<file path="config.mk">
export PLATFORM = sky130hd
export DESIGN_NAME = keccak_absorb_feeder
export DESIGN_NICKNAME = d
export VERILOG_FILES = /design/src/rtl/keccak_absorb_feeder.sv
export SDC_FILE = /design/constraint.sdc
export NUM_CORES = 1
export LEC_CHECK = 0
export CELL_PAD_IN_SITES_DETAIL_PLACEMENT = 1
export CELL_PAD_IN_SITES_GLOBAL_PLACEMENT = 1
export CORE_ASPECT_RATIO = 1.5
export CORE_MARGIN = 2
export CORE_UTILIZATION = 36
export DETAILED_ROUTE_END_ITERATION = 8
export PLACE_DENSITY_LB_ADDON = 0.05
export RECOVER_POWER = 100
export SETUP_SLACK_MARGIN = 0.4
export SLEW_MARGIN = 5
export SYNTH_ARGS = -nofsm -noshare
export SYNTH_HDL_FRONTEND = slang
export SYNTH_SLANG_ARGS = --single-unit
</file>
<file path="constraint.sdc">
create_clock -name clk -period 10.65 [get_ports clk]
set_clock_uncertainty 0.2 [all_clocks]
set_input_delay 1.065 -clock clk [delete_from_list [all_inputs] [get_ports clk]]
set_output_delay 1.065 -clock clk [all_outputs]
set_load 0.02 [all_outputs]
</file>
<file path="src/rtl/keccak_absorb_feeder.sv">
// Keccak absorb feeder: fetches message lanes from dual-port RAM, applies
// multi-rate padding and streams 64-bit lanes, block by block, into the core.

module keccak_pad_byte #(
  parameter logic [7:0] PAD_DS     = 8'h1F,
  parameter int         RATE_BYTES = 168
) (
  input  logic [7:0]  ram_byte,
  input  logic [15:0] r,
  input  logic [15:0] rem,
  input  logic        final_blk,
  output logic [7:0]  pad_byte
);
  always_comb begin
    pad_byte = 8'h00;
    if (r < rem)
      pad_byte = ram_byte;
    else if (final_blk && (r == rem))
      pad_byte = PAD_DS;
    // The closing 0x80 merges with the DS byte when both land on the last rate byte.
    if (final_blk && (r == 16'(RATE_BYTES - 1)))
      pad_byte = pad_byte | 8'h80;
  end
endmodule

module keccak_absorb_feeder #(
  parameter int         ADDR_WIDTH = 32,
  parameter int         DATA_WIDTH = 32,
  parameter int         RATE_LANES = 21,
  parameter logic [7:0] PAD_DS     = 8'h1F
) (
  input  logic                  clk,
  input  logic                  rst,
  input  logic                  start,
  input  logic [ADDR_WIDTH-1:0] base_addr,
  input  logic [15:0]           msg_len_byte,
  output logic                  busy,
  output logic                  done,
  output logic                  mem_en_a,
  output logic [ADDR_WIDTH-1:0] mem_addr_a,
  input  logic [DATA_WIDTH-1:0] mem_rdata_a,
  output logic                  mem_en_b,
  output logic [ADDR_WIDTH-1:0] mem_addr_b,
  input  logic [DATA_WIDTH-1:0] mem_rdata_b,
  output logic [63:0]           din,
  output logic                  din_valid,
  input  logic                  buffer_full,
  output logic                  last_block
);
  localparam int RATE_BYTES = 8 * RATE_LANES;
  localparam int LW         = $clog2(RATE_LANES);

  typedef enum logic [2:0] {
    IDLE, FETCH, LOAD, PUSH, WAITB, LAST, DONE
  } state_t;

  state_t                state, state_nx;
  logic [ADDR_WIDTH-1:0] wp;
  logic [15:0]           rem;
  logic [LW-1:0]         lane;
  logic                  eom;

  logic [15:0]           lane_off;
  logic                  final_blk;
  logic                  lane_has_data;
  logic                  last_lane;
  logic [63:0]           raw_lane;
  logic [7:0][7:0]       pad_lane;

  assign lane_off      = 16'(lane) << 3;
  assign final_blk     = rem < 16'(RATE_BYTES);
  assign lane_has_data = lane_off < rem;
  assign last_lane     = lane == LW'(RATE_LANES - 1);
  assign raw_lane      = lane_has_data ? {mem_rdata_b, mem_rdata_a} : 64'h0;

  genvar j;
  generate
    for (j = 0; j < 8; j++) begin : g_pad
      keccak_pad_byte #(
        .PAD_DS     (PAD_DS),
        .RATE_BYTES (RATE_BYTES)
      ) u_pad (
        .ram_byte  (raw_lane[8*j +: 8]),
        .r         (lane_off + 16'(j)),
        .rem       (rem),
        .final_blk (final_blk),
        .pad_byte  (pad_lane[j])
      );
    end
  endgenerate

  always_ff @(posedge clk or posedge rst) begin
    if (rst) state <= IDLE;
    else     state <= state_nx;
  end

  always_comb begin
    state_nx = state;
    case (state)
      IDLE:    if (start) state_nx = FETCH;
      FETCH:   state_nx = LOAD;
      LOAD:    state_nx = PUSH;
      PUSH:    if (!buffer_full) state_nx = last_lane ? WAITB : FETCH;
      WAITB:   if (!buffer_full) state_nx = eom ? LAST : FETCH;
      LAST:    state_nx = DONE;
      DONE:    state_nx = IDLE;
      default: state_nx = IDLE;
    endcase
  end

  assign busy       = (state != IDLE) && (state != DONE);
  assign done       = state == DONE;
  assign din_valid  = state == PUSH;
  assign last_block = state == LAST;
  // Lanes made purely of padding never touch the RAM.
  assign mem_en_a   = (state == FETCH) && lane_has_data;
  assign mem_en_b   = mem_en_a;
  assign mem_addr_a = (state == IDLE) ? '0 : wp;
  assign mem_addr_b = (state == IDLE) ? '0 : wp + ADDR_WIDTH'(1);

  always_ff @(posedge clk or posedge rst) begin
    if (rst) begin
      wp   <= '0;
      rem  <= '0;
      lane <= '0;
      eom  <= 1'b0;
      din  <= '0;
    end else begin
      case (state)
        IDLE: if (start) begin
          wp   <= base_addr;
          rem  <= msg_len_byte;
          lane <= '0;
          eom  <= 1'b0;
        end
        LOAD: din <= pad_lane;
        PUSH: if (!buffer_full) begin
          wp <= wp + ADDR_WIDTH'(2);
          if (last_lane) begin
            lane <= '0;
            // eom remembers the just-finished block was final; rem is stale by then.
            if (final_blk) eom <= 1'b1;
            else           rem <= rem - 16'(RATE_BYTES);
          end else begin
            lane <= lane + LW'(1);
          end
        end
        default: ;
      endcase
    end
  end
endmodule

</file>
---- Word-level counts from Yosys, hierarchy flattened ----
Cells that the tools add are included.
operators by class
  $add $sub $neg .......................... 11
  multipliers ............................. 0
  div/mod/pow operators ................... 0
  order comparisons ....................... 9
  equal/unequal tests ..................... 29
  shifts and indexed selects .............. 0
  muxes and demuxes ....................... 49
  bitwise logic cells ..................... 0
  reduce and logical (&&, ||, !) cells .... 24
operators by type and width
  cell                   count
  $mux 32                4
  $mux 8                 15
  $eq 9x16->1            7
  $lt 9x16->1            7
  $mux 16                4
  $mux 64                1
  $pmux 32 s2            1
  $eq 9x8->1 const B     7
  $mux 5                 11
  $add 8x3->9 const B    4
  $add 32x1->32 const B  1
  $add 32x2->32 const B  1
  $pmux 16 s2            1
  $add 8x2->9 const B    2
  $pmux 3 s6             1
  $logic_and 1x1->1      17
  $eq 8x16->1            1
  $lt 16x8->1 const B    1
  $lt 8x16->1            1
  $sub 16x8->16 const B  1
  $mux 3                 5
  $pmux 5 s2             1
  $reduce_and 5->1       2
  $add 8x1->9 const B    1
  14 further kinds       25
word-level totals
  flip-flop bits (word level) ............. 121
  latch bits .............................. 0
  bits in writable memories ............... 0
  bits in read-only memories .............. 0
  input bits .............................. 116
  word-level logic and storage cells ...... 128
  memories ................................ 0

---- Depth between registers and ports, before layout ----
  depth after elaboration ................. 6
  gate-level depth with buffers ........... 10
  gate-level depth less buffers ........... 7

---- By module ----
Synthesis repeated with hierarchy kept, for this count alone.
unflattened totals
  cells, all modules ...................... 1,412
  area total of the unflattened synthesis .. 11,898.9 sq um
modules (own cells, without submodules)
  module                instances  cells an instance  area an instance (sq um)
  keccak_absorb_feeder  1          820                7,454.6
  keccak_pad_byte       8          74                 555.5

---- Worst setup path before layout ----
No wires, ideal clock.
  kind .................................... register -> output
  start point ............................. reg rem[7]
  end point ............................... out mem_en_b
  arrival time ............................ 2.135 ns
  required time ........................... 9.385 ns
  path slack .............................. 7.250 ns
  cell stages (with the launch flop) ...... 9
  cells stage by stage .................... dfrtp_1 -> inv_1 -> ha_1 -> a21o_1 -> a31oi_1 -> a21o_1 -> clkbuf_1 -> and3b_1 -> buf_4
between the ends
  longest elaborated chain between the ends .. 2
RTL lines
  element                   RTL line  RTL
  start: declaration        59        logic [15:0] rem;
  start signal: assignment  132       rem <= msg_len_byte;
  start signal: assignment  143       else rem <= rem - 16'(RATE_BYTES);
  $lt 8x16->1               72        assign lane_has_data = lane_off < rem;
  $logic_and 1x1->1         116       assign mem_en_a = (state == FETCH) && lane_has_data;
  end: declaration          42        output logic mem_en_b,
Every way passes these cells.

==> key figures <==
Worst setup path
  • Largest fanout on the critical path: 68
  • Family with the most delay on the worst path: buffers and inverters
  • FF-to-FF setup slack: 5.65 ns
  • CP Capture Type: asynchronous set/reset pin
  • Critical path buffers and inverters: 3
  • CP max-delay cell: clkbuf_1
  • Critical path startpoint category: primary input
  • CP max stage delay: 2.67 ns
  • Worst path cell trace: dlygate4sd3_1, clkinvlp_2, clkbuf_1
  • Critical setup path kind: in -> async
  • Crit path DAT: 5.85 ns
  • Worst EP required: 10.14 ns

Floorplanning
  • # IOs: 250
  • Placeable Area: 19,790 um2
  • Starting density of the core: 0.3662
  • # rows: 63
  • Die Wd: 119.8 um
  • DIE HEIGHT: 177.8 um
  • Die area: 21,300 um2

Synthesis
  • Compound-Gate Fraction of Synth Area: 0.2129
  • Post-synthesis simple-gate area fraction: 0.2651
  • Multiplexer share of the synthesized area: 0.008807
  • Syn_area_per_cell: 8.271 um2
  • Sequential element share of the synthesized area: 0.4179
  • XOR/XNOR Fraction of Synth Area: 0.03022
  • Synth Net Count: 1,003
  • Yosys reg bits: 121
  • Synthesized-area fraction occupied by adder cells: 0.01899
  • Number of synthesis warnings: 0
  • Synthesized cell area: 7246 um2
  • Synth unique cells: 68
  • Cells after Synth: 876
  • Ys flop type: dfrtp_1
  • Main combinational cell family by area after synthesis: simple AND/OR/NAND/NOR gates
  • EDFF count, synth: 0
  • Asr flop ratio synth: 1.000

Status
  • Failing checks: max-capacitance violations, max-slew violations
  • Status: finished with violations

Drt
  • Vias after detailed routing: 7,532
  • Drt first-iter violations: 272
  • DRC: 0
  • Final wirelength: 27,290 um
  • Wire length per cell: 19.98 um
  • Vias per inst: 5.514
  • Post-route ant nets: 0
  • DRT Pass-1 Iters: 4

CTS
  • Setup bufs post-CTS: 0
  • Clock Pin Slew Worst Setup and Hold Paths: 0.06 ns
  • Cts hold-fix bufs: 0
  • Number of CTS-inserted buffers: 17
  • CTS root buf: clkbuf_16
  • CTS resizes: 0
  • Clock latency on the worst-skew pair: 0.43 ns
  • Max Root-Sink Buffers: 2
  • H-tree depth: 4
  • Clk sink count: 121
  • TritonCTS clock tree: done

Power and ir drop
  • Pwr Density: 330.6 nW/um2
  • VDD IR max: 0.2469 mV
  • Pleak: 0.004340 uW
  • Pwr Total: 3470 uW

STA
  • Final-report max-slew violation count: 280
  • Fin crit share: 0.5964
  • Worst-margin pin slew: 3.646 ns
  • F_max: 0.1574 GHz
  • Slew HR: -1.430
  • Final Hold Viols: 0
  • Fin Setup TNS: 0 ns
  • WHS: 0.2634 ns
  • Tmin final: 6.352 ns
  • RSZ-0062 raised after global routing: false
  • Setup WS post-layout: 4.298 ns
  • Final setup violating endpoints: 0

GRT
  • First-pass GRT wire length: 42,880 um
  • Largest net degree at the start of global routing: 69
  • Initial antenna violation count: 0
  • Number of global-route vias before repair: 7,812
  • GRT Overall Usage: 0.2567
  • Congestion Overflow GR: 0

Layout
  • ANT cells: 0
  • Filler cells: 2,343
  • Nets@finish: 1,221
  • Most frequent cells in the layout: dlygate4sd3_1, dfrtp_1, clkdlybuf4s50_1
  • Area of the multi-input gates: 3887 um2
  • Storage cell area: 3028 um2
  • Share of cells above drive strength 1: 0.05515
  • Util after Layout: 0.5305
  • Commonest non-fill, non-tap cell in the layout: dlygate4sd3_1
  • Area delta synth->final: 44.85%

Placement
  • Port Buffers: 249
  • Final Wtd Congestion: 0.8289
  • Post-place setup slack: 6.438 ns
  • Final HPWL from detailed placement: 19,340 um

Job
  • Max cap viols: 5

Worst hold path
  • Hold/Removal Path Class: reg -> reg
[power by group]
part | switching [uW] | total, uW | internal (uW) | leakage (uW)
Combinational | 1160 | 1950 | 789 | 0.00263
Clock | 238 | 611 | 373 | 0.000296
Sequential | 228 | 908 | 680 | 0.00141
[synth_stat cells, drive strengths merged, types with 2 or more instances]
cell type | number | area [um2]
dfrtp | 121 | 3028
nand2 | 110 | 412.9
nor2 | 101 | 381.6
a21oi | 72 | 364.1
o21ai | 60 | 300.3
clkbuf | 44 | 166.4
nand3 | 38 | 195.2
nor3 | 32 | 170.2
nor2b | 28 | 175.2
nand4 | 24 | 156.4
inv | 21 | 78.83
a31oi | 18 | 112.6
buf | 18 | 88.84
xor2 | 15 | 131.4
a22o | 12 | 105.1
ha | 11 | 137.6
a221o | 10 | 100.1
xnor2 | 10 | 87.58
a2bb2oi | 9 | 78.83
and3 | 9 | 56.30
nor4 | 9 | 83.83
or3 | 8 | 50.05
a21o | 7 | 52.55
o22ai | 7 | 43.79
a32oi | 6 | 52.55
a211oi | 4 | 30.03
a22oi | 4 | 30.03
a31o | 4 | 35.03
and4 | 4 | 35.03
o211ai | 4 | 30.03
o21a | 4 | 30.03
o31ai | 4 | 30.03
o32ai | 4 | 35.03
or3b | 4 | 35.03
and2 | 3 | 18.77
mux2 | 3 | 33.78
mux2i | 3 | 30.03
nand2b | 3 | 18.77
nand3b | 3 | 22.52
o211a | 3 | 30.03
a41o | 2 | 20.02
and3b | 2 | 17.52
nor3b | 2 | 15.01
or2 | 2 | 12.51
or4 | 2 | 15.01
[cell type report]
type                       instances  share of cell area
multi-input combinational        672              0.3704
sequential                       121              0.2885
timing repair buffer             261              0.2443
clock buffer                      17             0.04053
tap                              260             0.03100
clock inverter                    14             0.01764
inverter                          21            0.007630
[worst paths after layout]
check / endpoint / startpoint / depth (start not counted)
hold reg to reg: din[62] / din[62] / 2
hold / removal: din[62] / din[62] / 2
min in group asynchronous: din[22] / rst / 2
setup reg to reg: rem[4] / state[1] / 5
max in group clk: mem_addr_b[27] / state[2] / 5
setup / recovery: rem[1] / rst / 3
[per-stage QoR]
stage                     area, um2  instances
final                         10500       1366
after floorplan                7246        876
after detailed placement       9918       1335
after global routing          10500       1366
after global placement         9918       1335
after CTS                     10530       1366
[per-layer routing]
layer / wire [um] / GRT usage
met1: 10940 / 0.2950
met2: 14480 / 0.4690
met3: 1043 / 0.03888
met4: 835 / 0.1113
met5: 0 / 0
[tightest hold or removal path, stage by stage, from the launching register on]
cell and delay, ns:
dfrtp_1 0.33, nand2_1 0.05, nand2_1 0.05
[state kept, by name (all words and copies together), names as in the netlist]
signal / flops
din: 64
wp: 32
rem: 16
lane: 5
eom: 1
state: 3
[logic make-up (layout without fill, tap and decap cells)]
logic type,after synthesis,in the layout
AO/OA/AOI/OAI,241,241
XOR/XNOR,25,25
adder cells (fa/ha/maj),11,11
buffers and inverters,83,313
flip-flops,121,121
multiplexers,6,6
AND/OR/NAND/NOR,389,389
Power figures use the tool's default switching activity.
